===== config.mk =====
export PLATFORM = sky130hd
export DESIGN_NAME = fft_16p_twiddle
export DESIGN_NICKNAME = d
export VERILOG_FILES = /design/src/rtl/fft_pkg.sv /design/src/rtl/cmul_q14.sv /design/src/rtl/fft_16p_twiddle.sv
export SDC_FILE = /design/constraint.sdc
export NUM_CORES = 2
export LEC_CHECK = 0
export CAP_MARGIN = 30
export CORE_ASPECT_RATIO = 1.75
export CORE_MARGIN = 3
export CORE_UTILIZATION = 30
export DETAILED_ROUTE_END_ITERATION = 10
export GPL_TIMING_DRIVEN = 0
export HOLD_SLACK_MARGIN = 0.03
export PLACE_DENSITY = 0.57
export SKIP_CTS_REPAIR_TIMING = 1
export SYNTH_ARGS = -nofsm -noshare
export SYNTH_HDL_FRONTEND = slang
export SYNTH_SLANG_ARGS = --single-unit
export TNS_END_PERCENT = 100

===== constraint.sdc =====
create_clock -name clk -period 8.35 [get_ports clk]
set_input_delay 1.2525 -clock clk [delete_from_list [all_inputs] [get_ports clk]]
set_output_delay 1.2525 -clock clk [all_outputs]
set_load 0.01 [all_outputs]

===== src/rtl/fft_pkg.sv =====
// Shared constants and the W16 twiddle table for the 16-point radix-4 twiddle stage.
// Coefficients are Q2.14: 16384 represents 1.0.
package fft_pkg;

   localparam int DW_DEF     = 16;
   localparam int CW_DEF     = 16;
   localparam int FRAC_BITS  = 14;
   localparam int ROUND_HALF = 1 << (FRAC_BITS - 1);
   localparam int SAT_MAX    = 32767;
   localparam int SAT_MIN    = -32768;

   typedef struct packed {
      logic [15:0] wr;
      logic [15:0] wi;
   } twiddle_t;

   function automatic twiddle_t tw_pair(input int wr, input int wi);
      twiddle_t t;
      t.wr = 16'(wr);
      t.wi = 16'(wi);
      return t;
   endfunction

   // Only exponents g*k with g,k in 0..3 can occur; anything else falls back to W^0.
   function automatic twiddle_t twiddle_lookup(input logic [3:0] e);
      twiddle_t t;
      case (e)
         4'd1:    t = tw_pair( 15137,  -6270);
         4'd2:    t = tw_pair( 11585, -11585);
         4'd3:    t = tw_pair(  6270, -15137);
         4'd4:    t = tw_pair(     0, -16384);
         4'd6:    t = tw_pair(-11585, -11585);
         4'd9:    t = tw_pair(-15137,   6270);
         default: t = tw_pair( 16384,      0);
      endcase
      return t;
   endfunction

endpackage


===== src/rtl/cmul_q14.sv =====
// Two-stage complex multiply by a Q2.14 coefficient: partial products, then
// round-half-up, arithmetic shift and saturation. Outputs hold when idle.
module cmul_q14
   import fft_pkg::*;
#(
   parameter int DW = DW_DEF,
   parameter int CW = CW_DEF
)
(
   input  logic          clk,
   input  logic          rst,
   input  logic          valid_i,
   input  logic          sof_i,
   input  logic [DW-1:0] xr_i,
   input  logic [DW-1:0] xi_i,
   input  logic [CW-1:0] wr_i,
   input  logic [CW-1:0] wi_i,
   output logic          valid_o,
   output logic          sof_o,
   output logic [DW-1:0] yr_o,
   output logic [DW-1:0] yi_o
);

   localparam int PW = DW + CW;
   localparam int SW = PW + 1;
   localparam logic signed [SW-1:0] HALF_C = SW'(ROUND_HALF);
   localparam logic signed [SW-1:0] MAX_C  = SW'(SAT_MAX);
   localparam logic signed [SW-1:0] MIN_C  = SW'(SAT_MIN);

   logic signed [PW-1:0] p_rr_q, p_ii_q, p_ri_q, p_ir_q;
   logic                 v1_q, sof1_q, v2_q, sof2_q;
   logic        [DW-1:0] yr_q, yi_q;
   logic signed [SW-1:0] sum_r, sum_i;
   logic        [DW-1:0] yr_d, yi_d;

   function automatic logic [DW-1:0] round_sat(input logic signed [SW-1:0] p);
      logic signed [SW-1:0] r;
      r = (p + HALF_C) >>> FRAC_BITS;
      if (r > MAX_C) return DW'(MAX_C);
      if (r < MIN_C) return DW'(MIN_C);
      return r[DW-1:0];
   endfunction

   always_comb begin
      sum_r = SW'(p_rr_q) - SW'(p_ii_q);
      sum_i = SW'(p_ri_q) + SW'(p_ir_q);
      yr_d  = round_sat(sum_r);
      yi_d  = round_sat(sum_i);
   end

   always_ff @(posedge clk or posedge rst) begin
      if (rst) begin
         p_rr_q <= '0;
         p_ii_q <= '0;
         p_ri_q <= '0;
         p_ir_q <= '0;
         v1_q   <= 1'b0;
         sof1_q <= 1'b0;
         v2_q   <= 1'b0;
         sof2_q <= 1'b0;
         yr_q   <= '0;
         yi_q   <= '0;
      end else begin
         v1_q   <= valid_i;
         sof1_q <= valid_i & sof_i;
         if (valid_i) begin
            p_rr_q <= PW'($signed(xr_i)) * PW'($signed(wr_i));
            p_ii_q <= PW'($signed(xi_i)) * PW'($signed(wi_i));
            p_ri_q <= PW'($signed(xr_i)) * PW'($signed(wi_i));
            p_ir_q <= PW'($signed(xi_i)) * PW'($signed(wr_i));
         end
         v2_q   <= v1_q;
         sof2_q <= sof1_q;
         if (v1_q) begin
            yr_q <= yr_d;
            yi_q <= yi_d;
         end
      end
   end

   assign valid_o = v2_q;
   assign sof_o   = sof2_q;
   assign yr_o    = yr_q;
   assign yi_o    = yi_q;

endmodule


===== src/rtl/fft_16p_twiddle.sv =====
// Inter-stage twiddle for a 16-point FFT built from 4-point units: tracks the
// sample index within a frame and multiplies each sample by W16^(g*k).
module fft_16p_twiddle
   import fft_pkg::*;
#(
   parameter int DW = DW_DEF,
   parameter int CW = CW_DEF
)
(
   input  logic          clk,
   input  logic          rst,
   input  logic          in_valid,
   input  logic          in_sof,
   input  logic [DW-1:0] in_r,
   input  logic [DW-1:0] in_i,
   output logic          out_valid,
   output logic          out_sof,
   output logic [DW-1:0] out_r,
   output logic [DW-1:0] out_i
);

   logic [3:0]    idx_q, idx_d, cur_idx, e;
   twiddle_t      tw;
   logic [CW-1:0] w_r, w_i;

   // A start-of-frame sample is index 0 no matter where the counter was.
   always_comb begin
      cur_idx = (in_valid && in_sof) ? 4'd0 : idx_q;
      idx_d   = in_valid ? cur_idx + 4'd1 : idx_q;
      e       = {2'b00, cur_idx[3:2]} * {2'b00, cur_idx[1:0]};
      tw      = twiddle_lookup(e);
      w_r     = CW'($signed(tw.wr));
      w_i     = CW'($signed(tw.wi));
   end

   always_ff @(posedge clk or posedge rst) begin
      if (rst) idx_q <= 4'd0;
      else     idx_q <= idx_d;
   end

   cmul_q14 #(
      .DW (DW),
      .CW (CW)
   ) u_cmul (
      .clk     (clk),
      .rst     (rst),
      .valid_i (in_valid),
      .sof_i   (in_sof),
      .xr_i    (in_r),
      .xi_i    (in_i),
      .wr_i    (w_r),
      .wi_i    (w_i),
      .valid_o (out_valid),
      .sof_o   (out_sof),
      .yr_o    (out_r),
      .yi_o    (out_i)
   );

endmodule


After elaboration in Yosys (flattened, before gate mapping)
Cells that the tools add are included.
Widths: inputs -> output; s select.
- word-level logic and storage cells: 49
- bits in registers: 168
- input bits: 36
- output and inout bits: 34
- reduce and logical (&&, ||, !) cells: 1
- equality and inequality tests: 6
- multipliers: 5
- bitwise gates (word level): 1
- multiplexer cells: 16
- add/subtract/negate cells: 5
- $lt $le $gt $ge: 4
- operators by type and width (kind ; number):
    $pmux 32 s6 ; 1
    $mul 16x16->32 ; 4
    $mux 16 ; 8
    $add 33x15->33 const B ; 2
    $gt 19x16->1 const B ; 2
    $lt 19x16->1 const B ; 2
    $add 32x32->33 ; 1
    $sub 32x32->33 ; 1
    $eq 4x2->1 const B ; 2
    $eq 4x3->1 const B ; 2
    $mux 1 ; 6
    $add 4x1->4 const B ; 1
    $eq 4x1->1 const B ; 1
    $eq 4x4->1 const B ; 1
    $mul 2x2->4 ; 1
    $mux 4 ; 1
    $and 1x1->1 ; 1
    $logic_and 1x1->1 ; 1

Depth between registers and ports, before layout
- depth after elaboration: 7
- gate-level depth with buffers: 37
- mapped depth without buffers: 36

By module
A second synthesis with hierarchy kept.
- cells, all modules: 5318
- area total of the unflattened synthesis: 49044.5 um2
- by module, submodules not included (module ; sequential area each (um2) ; area an instance (um2) ; cells each ; instances):
    cmul_q14 ; 4103.9 ; 48550.3 ; 5246 ; 1
    fft_16p_twiddle ; 100.1 ; 494.2 ; 72 ; 1

Least setup slack after synthesis
Ideal clock, no wire load.
- path kind: in2reg
- start point: in in_sof
- end point: reg u_cmul.p_ri_q[28]
- data required time: 8225 ps
- arrival time: 8901 ps
- path buffers: 2
- cell stages on the path: 30
- setup slack: -676 ps
- cells stage by stage: nand2_1 > and3_1 > ha_1 > clkbuf_1 > nand3_1 > nand2_1 > clkinv_1 > nand2_1 > clkbuf_1 > nand2_1 > fa_1 > fa_1 > fa_1 > fa_1 > inv_1 > fa_1 > inv_1 > fa_1 > inv_1 > ha_1 > nand2_1 > or3b_2 > o21ai_0 > nand2_1 > o21a_1 > a2111oi_0 > nor3_1 > o21ai_0 > xor2_1 > mux2_2
- word-level cells in the longest chain between the ends: 6
- elaborated cells between the ends (all ways): 11
- RTL lines (element ; RTL line ; text):
    from (decl) ; fft_16p_twiddle.sv:13 ; input logic in_sof,
    $logic_and 1x1->1 * ; fft_16p_twiddle.sv:28 ; cur_idx = (in_valid && in_sof) ? 4'd0 : idx_q;
    $mux 4 * ; fft_16p_twiddle.sv:28 ;
    $mul 2x2->4 * ; fft_16p_twiddle.sv:30 ; e = {2'b00, cur_idx[3:2]} * {2'b00, cur_idx[1:0]};
    $eq 4x4->1 (tied with other cells) ; fft_pkg.sv:27 ; case (e)
    $pmux 32 s6 * ; fft_pkg.sv:27 ;
    $mul 16x16->32 * ; cmul_q14.sv:69 ; p_ri_q <= PW'($signed(xr_i)) * PW'($signed(wi_i));
    to (signal assigned) ; cmul_q14.sv:69 ;
    to (decl) ; cmul_q14.sv:30 ; logic signed [PW-1:0] p_rr_q, p_ii_q, p_ri_q, p_ir_q;
Every way passes the cells marked *; elsewhere a longest branch is shown, timed or not.
A chain may end at the register's enable or synchronous reset.

Final worst setup path
- start point: in in_sof
- end point: reg u_cmul.p_ii_q[29]
- word-level cells in the longest chain between the ends: 6
- elaborated cells between the ends (all ways): 11
- RTL lines (element ; RTL line ; text):
    $logic_and 1x1->1 * ; fft_16p_twiddle.sv:28 ;
    $mux 4 * ; fft_16p_twiddle.sv:28 ;
    $mul 2x2->4 * ; fft_16p_twiddle.sv:30 ;
    $eq 4x4->1 (tied with other cells) ; fft_pkg.sv:27 ;
    $pmux 32 s6 * ; fft_pkg.sv:27 ;
    $mul 16x16->32 * ; cmul_q14.sv:68 ; p_ii_q <= PW'($signed(xi_i)) * PW'($signed(wi_i));
    to (signal assigned) ; cmul_q14.sv:68 ;
    to (decl) ; cmul_q14.sv:30 ;
Marked as above.

==> impl_results.md <==
* Outcome: finished, violations left
* Failing checks: setup timing
* Worst Path Required at 8680 ps
* Flops & latches, synth at about 170
* Final ANT Viol Nets at 0
* DR WL met3 at around 7.8 mm
* Overall Power at about 22,000 µW
* Vias per cell at roughly 4.8
* Final min period at 8710 ps
* DR WL/cell at ~23 µm
* Uppermost layer routed: met5
* # Max-Cap Violations at 0
* Synth Warn # at 0
* Die Span Y at between 500 and 600 µm
* Post-Syn Nets at 6,427
* Worst-path fanout max at 7
* Total GRT Usage at 20.2%
* Initial drt markers at between 1,500 and 2,000
* Pre-CTS WS at -3340 ps
* Most frequent cells in the layout: 1,254 x inv_1, 1,023 x fa_1, 428 x ha_1
* Worst hold margin at around 360 ps
* Peak supply drop at about 0.34 mV
* Initial core utilization at 30.3%
* Die width at between 300 and 400 µm
* Yosys cell types at 74
* Most frequent CP cell: fa_1
* Layout area overhead at 15.8%
* Commonest non-fill, non-tap cell in the layout: inv_1
* Slowest Stage Delay on Critical Path at roughly 600 ps
* Post-layout nets at 6,637
* Cell area power density at between 400 and 500 nW/µm²
* Nature of the critical path endpoint: register
* Via Count at 34,600
* Slew Viols, Final at 0
* Worst skew pair latency at approximately 500 ps
* Layout cells sized above 1 at about 11%
* Slowest cell on the critical path: fa_2
* First-pass GRT wire length at around 240 mm
* Crit share post-route at 104%
* RD Place Congestion at between 0.9 and 1
* Final core area utilization at between 30% and 40%
* Final Hold Fails at 0
* Startpoint types: primary input
* Core Region at around 160,000 µm²
* Vias in the first global route at 37,800
* CTS Buffer Depth at 2
* Largest net degree at the start of global routing at 119
* H-Tree Depth at 4
* M1 wire length at approximately 55 mm
* Fmax at around 110 MHz
* Port Buffer Count at 69
* Worst Tran Pin Value at roughly 1000 ps
* Top Ports at 70
* DRT Pass-1 Iters at 7
* DP HPWL at about 140 mm
* Top FF cell, synth: dfrtp_1
* Clk slew on worst S/H paths at 90 ps
* Clock Skews at ~23 ps
* Slew HR at about a third
* Async S/R FF share, synth at 100%
* Mapped Area at 47,100 µm²
* CTS buffer count at 17
* DRC viols at 0
* Crit path kind: in -> reg
* Mapped Cells at ~4,900
* TritonCTS clock tree: built
* Total gr overflow at 0
* Sequential share of the synthesized area at approximately 9%
* EDFF count, synth at 0
* Avg Inst Size Synth at 9.61 µm²
* Final worst slack at -360 ps
* Final WL at about 160 mm
* Initial antenna violation count at 27
* Die ar. at 162,000 µm²
* DR WL met2 at between 80 and 90 mm
* CTS sink cnt at ~170
* Clk root buf: clkbuf_16
* Setup TNS at -3160 ps
* CP Data Arrival Time at approximately 9000 ps
* Placement Rows at ~190
* Pleak at roughly 0.028 µW
* Hold Path Class: reg -> reg
* Unrepaired setup endpoints after global routing: yes
* Setup Viol. Count Final at 17
sequential cells by signal (all words and copies together), names as in the netlist, 4 cells and up:
name           count
u_cmul.p_ir_q     32
u_cmul.p_ii_q     32
u_cmul.p_rr_q     32
idx_q              4
u_cmul.p_ri_q     32
u_cmul.yr_o       16
u_cmul.yi_o       16
cell families (layout without fill, tap and decap cells):
group           Yosys count  in the layout  synth area share [%]
flops                   168            168                  8.93
xor+xnor                186            186                  3.46
compound gates          447            447                  6.50
fa+ha+maj              1491           1491                  56.1
buf+inv                1446           1669                  11.6
simple gates           1077           1077                  11.4
mux                      85             85                  2.00
other cells               0             11                     0
synth_stat cells (all sizes together) (5+ instances only):
| master | number | area (µm²) |
|---|---|---|
| inv | 1276 | 4790 |
| fa | 1035 | 20700 |
| ha | 456 | 5710 |
| nand2 | 399 | 1500 |
| and2 | 344 | 2150 |
| dfrtp | 168 | 4200 |
| clkbuf | 161 | 604 |
| xnor2 | 146 | 1280 |
| nor2 | 130 | 488 |
| a21oi | 118 | 594 |
| o21ai | 92 | 460 |
| mux2 | 71 | 800 |
| a21o | 52 | 390 |
| nand2b | 48 | 300 |
| and3 | 41 | 257 |
| xor2 | 40 | 350 |
| nand3 | 33 | 165 |
| o21a | 26 | 195 |
| nor3 | 24 | 120 |
| o21bai | 22 | 165 |
| a221o | 18 | 180 |
| a211oi | 15 | 118 |
| a311oi | 15 | 194 |
| mux2i | 14 | 140 |
| nor2b | 13 | 81.3 |
| a211o | 12 | 105 |
| o31ai | 12 | 90.1 |
| a31oi | 11 | 68.8 |
| or2 | 11 | 68.8 |
| or3 | 11 | 68.8 |
| buf | 8 | 43.8 |
| a2111oi | 6 | 58.8 |
| nor4 | 5 | 31.3 |
| o2bb2ai | 5 | 43.8 |
| o31a | 5 | 43.8 |
metal layers:
layer / vias up / GRT usage [%]
met3: 417 / 2.10
met4: 14 / 17.5
li1: 15200 / -
met1: 18000 / 21.1
met2: 1062 / 36.1
met5: - / 0
area by class of cell:
| cell class | count | area, µm² |
|---|---|---|
| antenna | 11 | 27.5 |
| buffer | 167 | 1160 |
| clock buffer | 17 | 425 |
| clock inverter | 15 | 201 |
| fill | 15800 | 101000 |
| inverter | 1277 | 4830 |
| multi-input combinational | 3286 | 39200 |
| sequential | 168 | 4200 |
| tap | 2026 | 2530 |
| timing repair buffer | 193 | 1980 |
power by group:
group	total [µW]	internal [µW]	leakage [µW]	switching [µW]
combinational	19800	7900	0.0257	11900
sequential	1530	1240	0.00207	284
clock	864	435	0.000307	429
total	22200	9570	0.0281	12700
worst paths after layout:
check                                    from  slack (ps)  depth (start not counted)           endpoint
worst max-delay path                   in_sof        -360                         34  u_cmul.p_ii_q[29]
worst min-delay path            u_cmul.sof1_q         360                          0       u_cmul.sof_o
worst max register to register       idx_q[2]        -100                         34  u_cmul.p_ii_q[29]
worst min register to register  u_cmul.sof1_q         360                          0       u_cmul.sof_o
max in group asynchronous                 rst        6190                          3  u_cmul.p_rr_q[14]
min in group asynchronous                 rst        1180                          2    u_cmul.yi_o[14]
critical path: cells and delay by family:
kind / cells / cell delay, ps
XOR/XNOR: 1 / 370
buffers and inverters: 8 / 880
AO/OA/AOI/OAI: 6 / 1440
multiplexers: 1 / 140
adder cells (fa/ha/maj): 9 / 3770
AND/OR/NAND/NOR: 9 / 1150
stage by stage:
step,cells,instance area [µm²]
after floorplan,4900,47200
after global placement,6995,50500
after detailed placement,7030,50900
after CTS,7062,51500
after global routing,7151,54500
final,7160,54500
No activity file was read; power rests on OpenSTA's default activity.
